`src/rtl/serial_adder_if.sv`:
```
// Operand/result bundle for the bit-serial adder; master drives requests, slave is the adder.
// Pure wiring, no latency of its own.
// No backpressure: start is only honoured when the adder is idle or done.
// Optional carry-in guarded by SERIAL_ADDER_CIN_EN.
interface serial_adder_if #(
    parameter int WIDTH = 8
);
    logic             serial_adder_start;
    logic [WIDTH-1:0] serial_adder_a;
    logic [WIDTH-1:0] serial_adder_b;
`ifdef SERIAL_ADDER_CIN_EN
    logic             serial_adder_cin;
`endif
    logic             serial_adder_busy;
    logic             serial_adder_done;
    logic [WIDTH-1:0] serial_adder_sum;
    logic             serial_adder_carry;

`ifdef SERIAL_ADDER_CIN_EN
    modport master (
        output serial_adder_start, serial_adder_a, serial_adder_b, serial_adder_cin,
        input  serial_adder_busy, serial_adder_done, serial_adder_sum, serial_adder_carry
    );
    modport slave (
        input  serial_adder_start, serial_adder_a, serial_adder_b, serial_adder_cin,
        output serial_adder_busy, serial_adder_done, serial_adder_sum, serial_adder_carry
    );
`else
    modport master (
        output serial_adder_start, serial_adder_a, serial_adder_b,
        input  serial_adder_busy, serial_adder_done, serial_adder_sum, serial_adder_carry
    );
    modport slave (
        input  serial_adder_start, serial_adder_a, serial_adder_b,
        output serial_adder_busy, serial_adder_done, serial_adder_sum, serial_adder_carry
    );
`endif
endinterface

```
`src/rtl/serial_adder.sv`:
```
// Bit-serial WIDTH-bit adder: one full-add step per clock, LSB first, result shifted in from the MSB side.
// Latency WIDTH+1 edges from the accepting start edge to the cycle with done high.
// No backpressure: start is ignored (not queued) while busy; accepted in IDLE or DONE for back-to-back use.
// Optional carry-in port enabled by defining SERIAL_ADDER_CIN_EN.
module serial_adder #(
    parameter int WIDTH = 8
) (
    input  logic          serial_adder_clk,
    input  logic          serial_adder_rst,
    serial_adder_if.slave bus
);
    localparam int CW = (WIDTH > 2) ? $clog2(WIDTH) : 1;
    localparam logic [CW-1:0] LAST = CW'(WIDTH - 1);

    typedef enum logic [1:0] {
        IDLE = 2'd0,
        ADD  = 2'd1,
        DONE = 2'd2
    } state_t;

    state_t           state;
    logic [WIDTH-1:0] a_sh;
    logic [WIDTH-1:0] b_sh;
    logic             c;
    logic [CW-1:0]    cnt;
    logic             busy;
    logic             done;
    logic [WIDTH-1:0] sum;
    logic             carry;

    logic             sum_bit;
    logic             c_next;
    logic             c_init;

    // One full-add cell: the half-adder pair chained through the carry register.
    assign sum_bit = a_sh[0] ^ b_sh[0] ^ c;
    assign c_next  = (a_sh[0] & b_sh[0]) | (a_sh[0] & c) | (b_sh[0] & c);

`ifdef SERIAL_ADDER_CIN_EN
    assign c_init = bus.serial_adder_cin;
`else
    assign c_init = 1'b0;
`endif

    // Control FSM with all outputs registered; reset aborts any operation without a done pulse.
    always_ff @(posedge serial_adder_clk) begin
        if (serial_adder_rst) begin
            state <= IDLE;
            a_sh  <= '0;
            b_sh  <= '0;
            c     <= 1'b0;
            cnt   <= '0;
            busy  <= 1'b0;
            done  <= 1'b0;
            sum   <= '0;
            carry <= 1'b0;
        end else begin
            case (state)
                IDLE: begin
                    done <= 1'b0;
                    if (bus.serial_adder_start) begin
                        a_sh  <= bus.serial_adder_a;
                        b_sh  <= bus.serial_adder_b;
                        c     <= c_init;
                        cnt   <= '0;
                        busy  <= 1'b1;
                        state <= ADD;
                    end
                end
                ADD: begin
                    sum  <= {sum_bit, sum[WIDTH-1:1]};
                    c    <= c_next;
                    a_sh <= a_sh >> 1;
                    b_sh <= b_sh >> 1;
                    cnt  <= cnt + 1'b1;
                    if (cnt == LAST) begin
                        carry <= c_next;
                        busy  <= 1'b0;
                        done  <= 1'b1;
                        state <= DONE;
                    end
                end
                DONE: begin
                    done <= 1'b0;
                    if (bus.serial_adder_start) begin
                        a_sh  <= bus.serial_adder_a;
                        b_sh  <= bus.serial_adder_b;
                        c     <= c_init;
                        cnt   <= '0;
                        busy  <= 1'b1;
                        state <= ADD;
                    end else begin
                        state <= IDLE;
                    end
                end
                default: begin
                    state <= IDLE;
                    busy  <= 1'b0;
                    done  <= 1'b0;
                end
            endcase
        end
    end

    assign bus.serial_adder_busy  = busy;
    assign bus.serial_adder_done  = done;
    assign bus.serial_adder_sum   = sum;
    assign bus.serial_adder_carry = carry;
endmodule
```
`src/flat_wrapper.sv`:
```
// flat-port wrapper written by rule: the top's interface ports become plain ports
module serial_adder_flat 
#(
    parameter int WIDTH = 8
)
  (serial_adder_clk, serial_adder_rst, bus_serial_adder_start, bus_serial_adder_a, bus_serial_adder_b, bus_serial_adder_busy, bus_serial_adder_done, bus_serial_adder_sum, bus_serial_adder_carry);
  serial_adder_if #(.WIDTH(WIDTH)) bus_i ();
  input  logic serial_adder_clk;
  input  logic serial_adder_rst;
  input wire logic [$bits(bus_i.serial_adder_start)-1:0] bus_serial_adder_start;
  input wire logic [$bits(bus_i.serial_adder_a)-1:0] bus_serial_adder_a;
  input wire logic [$bits(bus_i.serial_adder_b)-1:0] bus_serial_adder_b;
  output wire logic [$bits(bus_i.serial_adder_busy)-1:0] bus_serial_adder_busy;
  output wire logic [$bits(bus_i.serial_adder_done)-1:0] bus_serial_adder_done;
  output wire logic [$bits(bus_i.serial_adder_sum)-1:0] bus_serial_adder_sum;
  output wire logic [$bits(bus_i.serial_adder_carry)-1:0] bus_serial_adder_carry;
  assign bus_i.serial_adder_start = bus_serial_adder_start;
  assign bus_i.serial_adder_a = bus_serial_adder_a;
  assign bus_i.serial_adder_b = bus_serial_adder_b;
  assign bus_serial_adder_busy = bus_i.serial_adder_busy;
  assign bus_serial_adder_done = bus_i.serial_adder_done;
  assign bus_serial_adder_sum = bus_i.serial_adder_sum;
  assign bus_serial_adder_carry = bus_i.serial_adder_carry;
  serial_adder #(.WIDTH(WIDTH)) u_core (.serial_adder_clk(serial_adder_clk), .serial_adder_rst(serial_adder_rst), .bus(bus_i));
endmodule
```
`config.mk`:
```
export PLATFORM = sky130hd
export DESIGN_NAME = serial_adder_flat
export DESIGN_NICKNAME = d
export VERILOG_FILES = /design/src/rtl/serial_adder_if.sv /design/src/rtl/serial_adder.sv /design/src/flat_wrapper.sv
export SDC_FILE = /design/constraint.sdc
export NUM_CORES = 1
export LEC_CHECK = 0
export ABC_CLOCK_PERIOD_IN_PS = 1700
export CORE_MARGIN = 2
export CORE_UTILIZATION = 50
export CTS_BUF_LIST = sky130_fd_sc_hd__clkbuf_8
export CTS_CLUSTER_DIAMETER = 50
export DETAILED_ROUTE_END_ITERATION = 10
export PLACE_DENSITY = 0.78
export SLEW_MARGIN = 20
export SYNTH_ARGS = -nofsm -noshare
export SYNTH_HDL_FRONTEND = slang
export SYNTH_SLANG_ARGS = --single-unit
```
`constraint.sdc`:
```
create_clock -name serial_adder_clk -period 1.7 [get_ports serial_adder_clk]
set_input_delay 0.255 -clock serial_adder_clk [delete_from_list [all_inputs] [get_ports serial_adder_clk]]
set_output_delay 0.255 -clock serial_adder_clk [all_outputs]
set_load 0.005 [all_outputs]
```
* Yosys cells after proc, flatten, opt, wreduce, memory -nomap -nowiden
Cells that the tools add are included.
** Word-level totals
- Register bits :: 33
- Input port bits :: 19
- Output and inout bits :: 11
- Word-level logic and storage cells :: 47
** Cells by class
- Add/sub/neg operators :: 1
- Equality and inequality tests :: 6
- Multiplexer cells :: 15
- Bitwise operators :: 8
- Reductions and logical operators :: 8
** Operators with widths (count)
- $pmux W8 S2 :: 2
- $mux W8 :: 2
- $reduce_and A2 Y1 :: 4
- $pmux W2 S3 :: 1
- $pmux W3 S2 :: 1
- $mux W1 :: 4
- $mux W2 :: 2
- $ne A2 B1 Y1 const B :: 2
- $pmux W1 S2 :: 2
- $reduce_or A2 Y1 :: 2
- $add A3 B1 Y3 const B :: 1
- $and A1 B1 Y1 :: 3
- $eq A3 B3 Y1 const B :: 1
- $mux W3 :: 1
- $eq A2 B1 Y1 const B :: 1
- $eq A2 B2 Y1 const B :: 1
- $logic_not A2 Y1 :: 1
- $ne A2 B2 Y1 const B :: 1
- $or A1 B1 Y1 :: 2
- $reduce_bool A2 Y1 :: 1
- $xor A1 B1 Y1 :: 2
- $not A1 Y1 :: 1

* Longest topological paths before layout
Gate-level depths: netlist of the first run.
- Depth in word-level cells :: 4
- Mapped depth :: 6
- Depth with buffers taken out :: 5

* Worst setup path before layout of the first run
No wires, ideal clock.
- Kind :: register to register
- From :: register u_core.state[0]
- To :: register u_core.b_sh[2]
- Library setup time :: 0.143 ns
- Arrival :: 1.051 ns
- Data required time :: 1.557 ns
- Path slack :: 0.506 ns
- Cell stages (with the launch flop) :: 7
- Path buffers :: 3
- Period minus slack after synthesis :: 1.194 ns
- Cells stage by stage :: dfxtp_1 buf_6 and2b_1 buf_6 buf_6 nor3_2 a211oi_2
** On the way
- Cells in the longest elaborated chain, start to end :: 4
- Elaborated cells on any way between the ends :: 8
- Classes of those cells :: eq/ne: 3; mux: 1; reduce/logical: 4
** Ends and longest elaborated chain
- from (decl) :: line serial_adder.sv:21 : state_t state;
- from (signal assigned) :: line serial_adder.sv:48 : state <= IDLE;
- from (signal assigned) :: line serial_adder.sv:67 : state <= ADD;
- from (signal assigned) :: line serial_adder.sv:80 : state <= DONE;
- $eq A2 B2 Y1 / $logic_not A2 Y1 (equally long branches) :: line serial_adder.sv:58 : case (state)
- $reduce_or A2 Y1 (no source line)
- $ne A2 B1 Y1 (no source line) / $reduce_bool A2 Y1 (equally long branches)
- $reduce_and A2 Y1 (no source line)
- to (signal assigned) :: line serial_adder.sv:63 : b_sh <= bus.serial_adder_b;
- to (signal assigned) :: line serial_adder.sv:74 : b_sh <= b_sh >> 1;
- to (signal assigned) :: line serial_adder.sv:87 : b_sh <= bus.serial_adder_b;
- to (decl) :: line serial_adder.sv:23 : logic [WIDTH-1:0] b_sh;
Several ways; a longest one is shown, not always the timed one.
A chain may end at the register's enable or synchronous reset.

* Final worst setup path of the first run
- From :: register u_core.state[0]
- To :: register u_core.a_sh[3]
** On the way
- Cells in the longest elaborated chain, start to end :: 4
- Elaborated cells on any way between the ends :: 8
- Classes of those cells :: eq/ne: 3; mux: 1; reduce/logical: 4
** Ends and longest elaborated chain
- $eq A2 B2 Y1 / $logic_not A2 Y1 (equally long branches) :: line serial_adder.sv:58
- $reduce_or A2 Y1 (no source line)
- $ne A2 B1 Y1 (no source line) / $reduce_bool A2 Y1 (equally long branches)
- $reduce_and A2 Y1 (no source line)
- to (signal assigned) :: line serial_adder.sv:62 : a_sh <= bus.serial_adder_a;
- to (signal assigned) :: line serial_adder.sv:73 : a_sh <= a_sh >> 1;
- to (signal assigned) :: line serial_adder.sv:86 : a_sh <= bus.serial_adder_a;
- to (decl) :: line serial_adder.sv:22 : logic [WIDTH-1:0] a_sh;
Several ways; a longest one is shown, not always the timed one.

==> impl_metrics.sql, run 1 <==
INSERT INTO impl_metrics (metric_group, metric, value, unit) VALUES
('run_status', 'run_status', 'completed', ''),
('synth', 'synth_seq_cells', '33', ''),
('synth', 'synth-main-ff-cell', 'sky130_fd_sc_hd__dfxtp_1', ''),
('floorplanning', 'placement_rows', '19', ''),
('power', 'power.leakage', '0.000673', 'uW'),
('sta', 'rsz_0062_raised_after_global_routing', 'no', ''),
('synth', 'yosys-top-cells-area', 'sky130_fd_sc_hd__dfxtp_1 45%, sky130_fd_sc_hd__mux2i_1 9.4%, sky130_fd_sc_hd__a211oi_2 8.4%', ''),
('synth', 'post_synth_instance_area', '0.00148', 'sq mm'),
('power', 'fin_total_pwr', '1720', 'uW'),
('route', 'wl_per_cell', '14.6', 'microns'),
('floorplanning', 'start_util', '53.4', '%'),
('synth', 'netlist.top_cell.by_area', 'sky130_fd_sc_hd__dfxtp_1', ''),
('global_routing', 'wire_length_of_the_first_global_routing_pass', '5150', 'microns'),
('sta', 'finalSetupViolations', '0', ''),
('cts', 'cts_setup_buffers', '0', ''),
('place', 'gp_routability_congestion', '0.751', ''),
('route', 'vias', '1162', ''),
('setup_path', 'cp_data_required_time', '1880', 'ps'),
('synth', 'synthDistinctLibCells', '23', ''),
('global_routing', 'grt_start_max_net_pins', '34', ''),
('setup_path', 'critPathArrivalTime', '1620', 'ps'),
('synth', 'synth_enable_flop_cells', '0', ''),
('cts', 'tritoncts', 'yes', ''),
('flow_run', 'max-cap-violations', '0', ''),
('floorplanning', 'die_width', '58.5', 'microns'),
('synth', 'synth-compound-area-share', '16.9', '%'),
('setup_path', 'crit_fanout', '14', ''),
('finish', 'layout-area-overhead-vs-synth', '26.6', '%'),
('route', 'drt_first_pass_iters', '4', ''),
('route', 'avgViaCountPerCell', '5.51', ''),
('cts', 'cts.hold.buffers_added', '0', ''),
('route', 'finalWirelength', '3090', 'microns'),
('min_path', 'hold_class', 'flip-flop to flip-flop', ''),
('finish', 'insertedDiodeCount', '0', ''),
('synth', 'synth_fa_ha_area_share', '3.04', '%'),
('synth', 'synth.cells.most_frequent', '33 x sky130_fd_sc_hd__dfxtp_1, 21 x sky130_fd_sc_hd__nand2_1, 17 x sky130_fd_sc_hd__a21oi_1', ''),
('cts', 'clk_latency', '280', 'ps'),
('place', 'placement.io_buffers', '29', ''),
('cts', 'tritoncts.num_buffers', '5', ''),
('finish', 'drive_gt1_share', '18.3', '%'),
('floorplanning', 'design.die.area', '0.00342', 'sq mm'),
('cts', 'maximum_clock_insertion_buffer_count', '2', ''),
('global_routing', 'number_of_global_route_vias_before_repair', '1158', ''),
('floorplanning', 'fp.coreArea', '0.00278', 'sq mm'),
('route', 'drc', '0', ''),
('synth', 'combinational_family_with_the_most_area_after_synthesis', 'simple AND/OR/NAND/NOR gates', ''),
('cts', 'cts_resized', '0', ''),
('power', 'irDropWorstVdd', '801', 'uV'),
('setup_path', 'critical_path.startpoint_type', 'flip-flop', ''),
('place', 'dp_hpwl', '2120', 'microns'),
('route', 'detail-route-antenna-nets', '0', ''),
('synth', 'synthesis.nets', '173', ''),
('sta', 'relative_slew_margins', '75.8', '%'),
('global_routing', 'global_route.overflow_total', '0', ''),
('cts', 'total_number_of_h_tree_levels', '2', ''),
('sta', 'finalWorstPathRequiredPeriod', '1440', 'ps'),
('sta', 'hold_violations', '0', ''),
('finish', 'nNetsFinal', '201', ''),
('synth', 'post_synth.cell_area_avg', '9.83', 'sq um'),
('synth', 'synth_cells', '151', ''),
('cts', 'ctsRootBufferMaster', 'sky130_fd_sc_hd__clkbuf_8', ''),
('route', 'first_iter_violations', '24', ''),
('cts', 'tritoncts_num_sinks', '33', ''),
('place', 'dpl.cell_count', '203', ''),
('finish', 'fin_cells', '211', ''),
('synth', 'seq_area_frac_synth', '44.5', '%'),
('sta', 'maxClockFrequency', '695', 'MHz'),
('synth', 'synth_xor_xnor_area_share', '0', '%'),
('floorplanning', 'die-height', '58.5', 'microns'),
('sta', 'fin_tns_setup', '0', 'ps'),
('synth', 'synth_top_cell_area_share', '44.5', '%');
==> critical path, stage by stage, from the launching register on <==
cell	delay, ps
sky130_fd_sc_hd__dfxtp_1	390
sky130_fd_sc_hd__buf_4	180
sky130_fd_sc_hd__nand2b_2	210
sky130_fd_sc_hd__nand2_2	250
sky130_fd_sc_hd__a211oi_1	310
==> worst paths after layout <==
| check | startpoint | to | slack, ps | cells past startpoint |
|---|---|---|---|---|
| max | u_core.state[0]$_SDFFE_PP0P_ | u_core.a_sh[3]$_SDFFE_PP0P_ | 260 | 4 |
| min reg2reg | u_core.bus.serial_adder_sum[0]$_SDFFE_PP0P_ | u_core.bus.serial_adder_sum[0]$_SDFFE_PP0P_ | 460 | 2 |
| min | u_core.bus.serial_adder_sum[0]$_SDFFE_PP0P_ | u_core.bus.serial_adder_sum[0]$_SDFFE_PP0P_ | 460 | 2 |
| max reg2reg | u_core.state[0]$_SDFFE_PP0P_ | u_core.a_sh[3]$_SDFFE_PP0P_ | 260 | 4 |
==> layer usage <==
layer | up-vias | wire, microns | GRT usage, %
met2 | 24 | 1590 | 33.5
met3 | 5 | 119 | 4.84
met4 | 0 | 42 | 9.97
met5 | - | 0 | 0
li1 | 582 | - | -
met1 | 551 | 1330 | 24.1
==> layout make-up <==
class	count	area, sq um
inverter	1	3.75
fill	221	903
timing repair buffer	35	373
sequential	33	661
multi-input combinational	103	719
clock buffer	5	68.8
clock inverter	3	13.8
tap	31	38.8
==> sequential cells by signal, summed over array words and instances (netlist names) <==
signal and flops:
u_core.a_sh 8, u_core.b_sh 8, u_core.bus.serial_adder_sum 8, u_core.cnt 3
u_core.state 2, u_core.bus.serial_adder_busy 1, u_core.bus.serial_adder_carry 1, u_core.bus.serial_adder_done 1
u_core.c 1
==> power breakdown <==
| part | internal, uW | total (uW) | switching, uW |
|---|---|---|---|
| combinational | 154 | 306 | 152 |
| sequential | 823 | 857 | 33.7 |
| clock | 277 | 559 | 281 |
| total | 1250 | 1720 | 467 |
==> cell families after synthesis <==
logic type | after synthesis
buffers and inverters | 15
multiplexers | 14
flip-flops | 33
AND/OR/NAND/NOR | 53
AO/OA/AOI/OAI | 33
adder cells (fa/ha/maj) | 3
==> metrics by stage <==
stage	worst slack, ps	instance area [sq um]	hold WS (ps)	utilization, %
after floorplan	506	1480	391	-
after global placement	258	1800	445	64.6
after detailed placement	177	1800	451	64.6
after CTS	263	1880	461	67.5
after global routing	151	1880	493	67.5
final	261	1880	460	67.5
==> placed cells by master, fill, tap and decap left out <==
cell / count
sky130_fd_sc_hd__a211oi_1: 4
sky130_fd_sc_hd__a211oi_2: 10
sky130_fd_sc_hd__a21oi_1: 17
sky130_fd_sc_hd__and2b_1: 1
sky130_fd_sc_hd__buf_12: 3
sky130_fd_sc_hd__buf_4: 3
sky130_fd_sc_hd__clkbuf_8: 5
sky130_fd_sc_hd__clkdlybuf4s50_1: 29
sky130_fd_sc_hd__clkinv_2: 2
sky130_fd_sc_hd__dfxtp_1: 33
sky130_fd_sc_hd__fa_1: 1
sky130_fd_sc_hd__ha_1: 2
sky130_fd_sc_hd__inv_1: 2
sky130_fd_sc_hd__mux2i_1: 14
sky130_fd_sc_hd__nand2_1: 21
sky130_fd_sc_hd__nand2_2: 1
sky130_fd_sc_hd__nand2b_1: 2
sky130_fd_sc_hd__nand2b_2: 1
sky130_fd_sc_hd__nand3_1: 7
sky130_fd_sc_hd__nor2_1: 3
sky130_fd_sc_hd__nor2b_2: 1
sky130_fd_sc_hd__nor3_1: 9
sky130_fd_sc_hd__nor3_2: 7
sky130_fd_sc_hd__o21ai_0: 2
No activity file was read; power rests on OpenSTA's default activity.
==> inputs of run 2 (changes only) <==
--- a/config.mk
+++ b/config.mk
@@ -5,7 +5,7 @@
 export SDC_FILE = /design/constraint.sdc
 export NUM_CORES = 1
 export LEC_CHECK = 0
-export ABC_CLOCK_PERIOD_IN_PS = 1700
+export ABC_CLOCK_PERIOD_IN_PS = 1500
 export CORE_MARGIN = 2
 export CORE_UTILIZATION = 50
 export CTS_BUF_LIST = sky130_fd_sc_hd__clkbuf_8
==> constraint.sdc (replaced) <==
create_clock -name serial_adder_clk -period 1.5 [get_ports serial_adder_clk]
set_input_delay 0.225 -clock serial_adder_clk [delete_from_list [all_inputs] [get_ports serial_adder_clk]]
set_output_delay 0.225 -clock serial_adder_clk [all_outputs]
set_load 0.005 [all_outputs]
==> impl_metrics.sql, run 2 (synthesis results as in run 1) <==
INSERT INTO impl_metrics (metric_group, metric, value, unit) VALUES
('route', 'detailroute.wirelength.met2', '1680', 'microns'),
('route', 'detail-route-antenna-nets', '0', ''),
('cts', 'cts_resized', '0', ''),
('sta', 'post-route-period-util', '95.2', '%'),
('sta', 'maxClockFrequency', '700', 'MHz'),
('min_path', 'hold-path-cell-count', '2', ''),
('finish', 'area_of_the_multi_input_gates', '724', 'sq um'),
('route', 'first_iter_violations', '18', ''),
('route', 'detail_route.wirelength.met1', '1370', 'microns'),
('route', 'avgViaCountPerCell', '5.60', ''),
('sta', 'hold_violations', '0', ''),
('finish', 'insertedDiodeCount', '0', ''),
('place', 'postPlaceCellArea', '0.00181', 'sq mm'),
('sta', 'max_slew_violation_count', '0', ''),
('sta', 'rsz_0062_raised_after_global_routing', 'no', ''),
('sta', 'timing_worst_slew_pin_value', '484', 'ps'),
('min_path', 'hold_class', 'flip-flop to flip-flop', ''),
('setup_path', 'worst_flop_to_flop_path_endpoint', 'u_core.a_sh[3]$_SDFFE_PP0P_', ''),
('setup_path', 'cp_slowest_cell', 'sky130_fd_sc_hd__clkdlybuf4s50_1', ''),
('setup_path', 'crit_chain', 'clkdlybuf4s50_1', ''),
('place', 'dp_hpwl', '2190', 'microns'),
('finish', 'layout.area.seq', '661', 'sq um'),
('setup_path', 'crit_fanout', '3', ''),
('global_routing', 'global_route.overflow_total', '0', ''),
('finish', 'drive_gt1_share', '19.2', '%'),
('route', 'drt_first_pass_iters', '4', ''),
('sta', 'finalWorstPathRequiredPeriod', '1430', 'ps'),
('power', 'cellInternalPower', '1650', 'uW'),
('cts', 'tritoncts.num_buffers', '5', ''),
('global_routing', 'wire_length_of_the_first_global_routing_pass', '5470', 'microns'),
('power', 'combPwrFrac', '16.4', '%'),
('setup_path', 'critPathArrivalTime', '1200', 'ps'),
('power', 'power.share.switching', '25.0', '%'),
('sta', 'finalSetupViolations', '0', ''),
('power', 'power.leakage', '0.000699', 'uW'),
('route', 'finalWirelength', '3250', 'microns'),
('min_path', 'critical_hold_path_startpoint', 'u_core.bus.serial_adder_sum[0]$_SDFFE_PP0P_', ''),
('setup_path', 'r2r-start', 'u_core.state[1]$_SDFFE_PP0P_', ''),
('finish', 'utilization', '69.5', '%'),
('cts', 'ctsRootBufferMaster', 'sky130_fd_sc_hd__clkbuf_8', ''),
('route', 'vias', '1192', ''),
('floorplanning', 'placement_rows', '19', ''),
('floorplanning', 'design.die.area', '0.00342', 'sq mm'),
('finish', 'nNetsFinal', '203', ''),
('global_routing', 'number_of_global_route_vias_before_repair', '1200', ''),
('setup_path', 'critPathTopFamily', 'buffers and inverters', ''),
('global_routing', 'grt_antenna_before_repair', '0', ''),
('cts', 'clk_latency', '300', 'ps'),
('route', 'wl_per_cell', '15.3', 'microns'),
('cts', 'total_number_of_h_tree_levels', '2', ''),
('setup_path', 'worstSetupEndpointType', 'primary output', ''),
('cts', 'tritoncts_num_sinks', '33', ''),
('finish', 'layout.cells.most_common', 'sky130_fd_sc_hd__dfxtp_1', ''),
('cts', 'cts.hold.buffers_added', '0', ''),
('setup_path', 'worst-r2r-cell-count', '3', ''),
('floorplanning', 'fp.coreArea', '0.00278', 'sq mm'),
('floorplanning', 'die_width', '58.5', 'microns'),
('cts', 'tritoncts', 'yes', ''),
('run_status', 'run_status', 'completed', ''),
('setup_path', 'r2r_setup_slk', '110', 'ps'),
('setup_path', 'cp_num_buf_inv', '1', ''),
('sta', 'fin_tns_setup', '0', 'ps'),
('route', 'top_layer', 'met4', ''),
('power', 'pwr-share-seq', '44.1', '%'),
('place', 'gp_routability_congestion', '0.744', ''),
('power', 'power.clock.fraction', '39.4', '%'),
('cts', 'cts_setup_buffers', '0', ''),
('floorplanning', 'die-height', '58.5', 'microns'),
('power', 'net_switching_power_of_the_design', '551', 'uW'),
('global_routing', 'grt_start_max_net_pins', '34', ''),
('power', 'power-per-cell-area', '1140', 'mW/mm^2'),
('setup_path', 'crit_type', 'flip-flop to primary output', ''),
('cts', 'maximum_clock_insertion_buffer_count', '2', ''),
('setup_path', 'cp_data_required_time', '1270', 'ps'),
('route', 'wl_met3', '141', 'microns'),
('finish', 'num-fill-cells', '226', ''),
('finish', 'layout-area-overhead-vs-synth', '30.2', '%'),
('power', 'irDropWorstVdd', '832', 'uV'),
('setup_path', 'cpPeakStageDelay', '520', 'ps'),
('cts', 'path_clk_slew', '70', 'ps'),
('min_path', 'worst_hold_path.endpoint', 'u_core.bus.serial_adder_sum[0]$_SDFFE_PP0P_', ''),
('flow_run', 'max-cap-violations', '0', ''),
('finish', 'mostFrequentLayoutCells', '33 x sky130_fd_sc_hd__dfxtp_1, 29 x sky130_fd_sc_hd__clkdlybuf4s50_1, 21 x sky130_fd_sc_hd__nand2_1', ''),
('finish', 'final_cell_area', '0.00193', 'sq mm'),
('floorplanning', 'ios', '30', ''),
('sta', 'final_skew', '7.83', 'ps'),
('setup_path', 'critical_path.startpoint_type', 'flip-flop', ''),
('place', 'placement.io_buffers', '29', ''),
('sta', 'relative_slew_margins', '67.7', '%'),
('global_routing', 'globalRouteTotalUtil', '21.9', '%'),
('floorplanning', 'start_util', '53.4', '%'),
('route', 'drc', '0', '');
==> run 2: cell types whose count changed in the layout (fill, tap and decap cells not counted) <==
cell                        before  now
sky130_fd_sc_hd__clkinv_2        2    0
sky130_fd_sc_hd__clkbuf_8        5    6
sky130_fd_sc_hd__bufinv_16       0    1
sky130_fd_sc_hd__buf_4           3    5
sky130_fd_sc_hd__nand2_4         0    1
sky130_fd_sc_hd__nand2_2         1    0
==> run 2: worst min-delay path, stage by stage, from the launching register on <==
cell and delay [ps]:
sky130_fd_sc_hd__dfxtp_1 310, sky130_fd_sc_hd__nand2_1 50, sky130_fd_sc_hd__a21oi_1 50
==> run 2: cell type report <==
| class | count | share of cell area (%) |
|---|---|---|
| flip-flops and latches | 33 | 34.2 |
| clock inverters | 2 | 1.75 |
| inverters | 1 | 0.194 |
| multi-input cells | 103 | 37.5 |
| well taps | 31 | 2.01 |
| clock buffers | 6 | 4.27 |
| repair buffers | 37 | 20.1 |
==> run 2: metrics by stage <==
step	setup slack, ps	instances	hold WS [ps]	total power, uW
global route	2.11	213	496	2290
global placement	110	205	443	1330
CTS	22.2	213	461	2210
floorplan	306	151	361	1230
detailed placement	21.3	205	451	1350
finish	71.7	213	460	2200
==> run 2: power by group through the flow <==
stage	combinational [uW]	clock [uW]	sequential, uW
after global routing	391	919	977
after CTS	360	876	971
after detailed placement	356	0	990
after global placement	341	0	986
final	361	867	971
after floorplan	249	0	980
==> run 2: worst max-delay path by stage <==
stage                                                            from                     endpoint  slack, ps  depth (start not counted)
final                     u_core.bus.serial_adder_sum[2]$_SDFFE_PP0P_      bus_serial_adder_sum[2]         70                          1
after floorplan                          u_core.state[0]$_SDFFE_PP0P_  u_core.b_sh[2]$_SDFFE_PP0P_        310                          6
after global placement                         bus_serial_adder_start  u_core.a_sh[3]$_SDFFE_PP0P_        110                          5
after global routing                     u_core.state[1]$_SDFFE_PP0P_  u_core.a_sh[2]$_SDFFE_PP0P_          2                          3
after CTS                                u_core.state[1]$_SDFFE_PP0P_  u_core.a_sh[3]$_SDFFE_PP0P_         20                          3
after detailed placement                       bus_serial_adder_start  u_core.a_sh[3]$_SDFFE_PP0P_         20                          5
==> run 2: routing by layer <==
layer	GRT usage, %	up-vias
met5	0	-
met4	8.97	0
met3	7.91	7
met2	37.6	21
met1	24.5	576
li1	-	588
==> inputs of run 3 (changes only) <==
--- a/config.mk
+++ b/config.mk
@@ -5,13 +5,14 @@
 export SDC_FILE = /design/constraint.sdc
 export NUM_CORES = 1
 export LEC_CHECK = 0
+export ABC_AREA = 1
 export ABC_CLOCK_PERIOD_IN_PS = 1500
 export CORE_MARGIN = 2
 export CORE_UTILIZATION = 50
 export CTS_BUF_LIST = sky130_fd_sc_hd__clkbuf_8
 export CTS_CLUSTER_DIAMETER = 50
 export DETAILED_ROUTE_END_ITERATION = 10
-export PLACE_DENSITY = 0.78
+export PLACE_DENSITY = 0.77
 export SLEW_MARGIN = 20
 export SYNTH_ARGS = -nofsm -noshare
 export SYNTH_HDL_FRONTEND = slang
==> impl_metrics.sql, run 3 <==
INSERT INTO impl_metrics (metric_group, metric, value, unit) VALUES
('cts', 'path_clk_slew', '70', 'ps'),
('power', 'power.leakage', '0.000928', 'uW'),
('cts', 'ctsRootBufferMaster', 'sky130_fd_sc_hd__clkbuf_8', ''),
('synth', 'synth_enable_flop_cells', '0', ''),
('place', 'placement.setup.worst_slack', '131', 'ps'),
('floorplanning', 'die_width', '60.0', 'microns'),
('route', 'first_iter_violations', '33', ''),
('min_path', 'hold-path-cell-count', '2', ''),
('finish', 'insertedDiodeCount', '0', ''),
('route', 'vias', '1349', ''),
('route', 'finalWirelength', '3170', 'microns'),
('setup_path', 'critical_path.startpoint_type', 'flip-flop', ''),
('setup_path', 'cp_slowest_cell', 'sky130_fd_sc_hd__clkdlybuf4s50_1', ''),
('setup_path', 'path_depth', '1', ''),
('sta', 'rsz_0062_raised_after_global_routing', 'no', ''),
('finish', 'drive_gt1_share', '10.9', '%'),
('global_routing', 'globalRouteTotalUtil', '20.3', '%'),
('setup_path', 'cp_num_buf_inv', '1', ''),
('cts', 'clk_latency', '290', 'ps'),
('synth', 'netlist.top_cell.by_area', 'sky130_fd_sc_hd__dfxtp_1', ''),
('global_routing', 'grt_start_max_net_pins', '20', ''),
('synth', 'post_synth_instance_area', '0.00157', 'sq mm'),
('sta', 'maxClockFrequency', '724', 'MHz'),
('setup_path', 'crit_fanout', '3', ''),
('finish', 'layout-area-overhead-vs-synth', '26.5', '%'),
('flow_run', 'max-cap-violations', '0', ''),
('floorplanning', 'placement_rows', '20', ''),
('route', 'drt_first_pass_iters', '4', ''),
('setup_path', 'cpPeakStageDelay', '510', 'ps'),
('synth', 'synthDistinctLibCells', '19', ''),
('setup_path', 'crit_chain', 'clkdlybuf4s50_1', ''),
('route', 'wl_per_cell', '10.9', 'microns'),
('power', 'irDropWorstVdd', '840', 'uV'),
('cts', 'total_number_of_h_tree_levels', '2', ''),
('sta', 'finalSetupViolations', '0', ''),
('setup_path', 'critPathTopFamily', 'buffers and inverters', ''),
('synth', 'synth_cells', '224', ''),
('place', 'placement.io_buffers', '29', ''),
('setup_path', 'cp_data_required_time', '1270', 'ps'),
('cts', 'cts_setup_buffers', '0', ''),
('cts', 'maximum_clock_insertion_buffer_count', '2', ''),
('synth', 'synth_seq_cells', '33', ''),
('floorplanning', 'design.die.area', '0.00359', 'sq mm'),
('setup_path', 'worst-r2r-cell-count', '5', ''),
('setup_path', 'worstSetupEndpointType', 'primary output', ''),
('sta', 'final_skew', '7.36', 'ps'),
('sta', 'relative_slew_margins', '77.5', '%'),
('global_routing', 'number_of_global_route_vias_before_repair', '1225', ''),
('global_routing', 'wire_length_of_the_first_global_routing_pass', '5410', 'microns'),
('cts', 'tritoncts_num_sinks', '33', ''),
('synth', 'synth_most_common_cell', 'sky130_fd_sc_hd__nand2_1', ''),
('synth', 'async_flop_share', '0', '%'),
('cts', 'tritoncts', 'yes', ''),
('cts', 'cts.hold.buffers_added', '0', ''),
('route', 'drc', '0', ''),
('power', 'power-per-cell-area', '1080', 'mW/mm^2'),
('sta', 'fin_tns_setup', '0', 'ps'),
('sta', 'timing_worst_slew_pin_value', '337', 'ps'),
('floorplanning', 'start_util', '52.1', '%'),
('floorplanning', 'die-height', '60.0', 'microns'),
('floorplanning', 'ios', '30', ''),
('synth', 'synth.yosys.warnings', '0', ''),
('sta', 'timing.final.ws_setup', '120', 'ps'),
('sta', 'post-route-period-util', '92.0', '%'),
('route', 'avgViaCountPerCell', '4.64', ''),
('min_path', 'hold_class', 'flip-flop to flip-flop', ''),
('place', 'gp_routability_congestion', '0.843', ''),
('run_status', 'run_status', 'completed', ''),
('route', 'detail-route-antenna-nets', '0', ''),
('synth', 'post_synth.cell_area_avg', '6.99', 'sq um'),
('synth', 'synth.cells.most_frequent', '67 x sky130_fd_sc_hd__nand2_1, 49 x sky130_fd_sc_hd__nor2_1, 33 x sky130_fd_sc_hd__dfxtp_1', ''),
('sta', 'finalWorstPathRequiredPeriod', '1380', 'ps'),
('synth', 'seq_area_frac_synth', '42.2', '%'),
('cts', 'cts_resized', '0', ''),
('synth', 'synthesis.nets', '246', ''),
('sta', 'max_slew_violation_count', '0', ''),
('sta', 'hold_violations', '0', ''),
('synth', 'synth-main-ff-cell', 'sky130_fd_sc_hd__dfxtp_1', ''),
('finish', 'mostFrequentLayoutCells', '67 x sky130_fd_sc_hd__nand2_1, 49 x sky130_fd_sc_hd__nor2_1, 33 x sky130_fd_sc_hd__dfxtp_1', ''),
('setup_path', 'critPathArrivalTime', '1160', 'ps'),
('finish', 'nNetsFinal', '279', ''),
('cts', 'tritoncts.num_buffers', '5', ''),
('finish', 'layout.cells.most_common', 'sky130_fd_sc_hd__nand2_1', ''),
('floorplanning', 'fp.coreArea', '0.00300', 'sq mm'),
('global_routing', 'global_route.overflow_total', '0', ''),
('synth', 'yosys-top-cells-area', 'sky130_fd_sc_hd__dfxtp_1 42%, sky130_fd_sc_hd__nand2_1 16%, sky130_fd_sc_hd__nor2_1 12%', ''),
('synth', 'synth_top_cell_area_share', '42.2', '%'),
('place', 'dp_hpwl', '2170', 'microns'),
('setup_path', 'crit_type', 'flip-flop to primary output', ''),
('global_routing', 'grt_antenna_before_repair', '0', '');
==> run 3: layout make-up <==
cell class | count | area [sq um]
flip-flops and latches | 33 | 661
multi-input cells | 159 | 727
clock inverters | 1 | 5.00
fillers | 280 | 1020
clock buffers | 7 | 96.3
inverters | 21 | 86.3
repair buffers | 37 | 363
well taps | 33 | 41.3
==> run 3: worst paths after layout <==
check	to	slack [ps]	start
max	bus_serial_adder_sum[1]	120	u_core.bus.serial_adder_sum[1]$_SDFFE_PP0P_
min	u_core.bus.serial_adder_carry$_SDFFE_PP0P_	480	u_core.bus.serial_adder_carry$_SDFFE_PP0P_
max reg2reg	u_core.bus.serial_adder_sum[7]$_SDFFE_PP0P_	170	u_core.state[0]$_SDFFE_PP0P_
min reg2reg	u_core.bus.serial_adder_carry$_SDFFE_PP0P_	480	u_core.bus.serial_adder_carry$_SDFFE_PP0P_
==> run 3: power breakdown <==
part           internal [uW]  switching (uW)
Clock                    414             325
Sequential               949            44.0
Combinational            195             210
==> run 3: per-layer routing <==
layer / wire [microns] / global-route usage [%] / vias to the layer above / part of all wire [%]
li1: - / - / 749 / -
met1: 1630 / 26.5 / 569 / 51
met2: 1350 / 30.7 / 25 / 43
met3: 119 / 5.19 / 6 / 3.8
met4: 68 / 10.5 / 0 / 2.1
met5: 0 / 0 / - / 0
==> run 3: kinds of logic (layout without fill, tap and decap cells) <==
logic type | count (synthesis) | after routing | synth area share [%]
AO/OA/AOI/OAI | 18 | 18 | 5.92
adder cells (fa/ha/maj) | 3 | 3 | 2.88
buffers and inverters | 32 | 66 | 11.4
flip-flops | 33 | 33 | 42.2
AND/OR/NAND/NOR | 138 | 138 | 37.7
==> run 3: through the flow <==
step | util [%] | std cells | hold WS (ps) | area [sq um] | power, uW
after CTS | 65.9 | 291 | 480 | 1980 | 2140
after detailed placement | 62.5 | 283 | 468 | 1880 | 1420
after global placement | 62.5 | 283 | 460 | 1880 | 1410
final | 65.9 | 291 | 478 | 1980 | 2140
after floorplan | - | 224 | 294 | 1570 | 1280
after global routing | 65.9 | 291 | 501 | 1980 | 2240
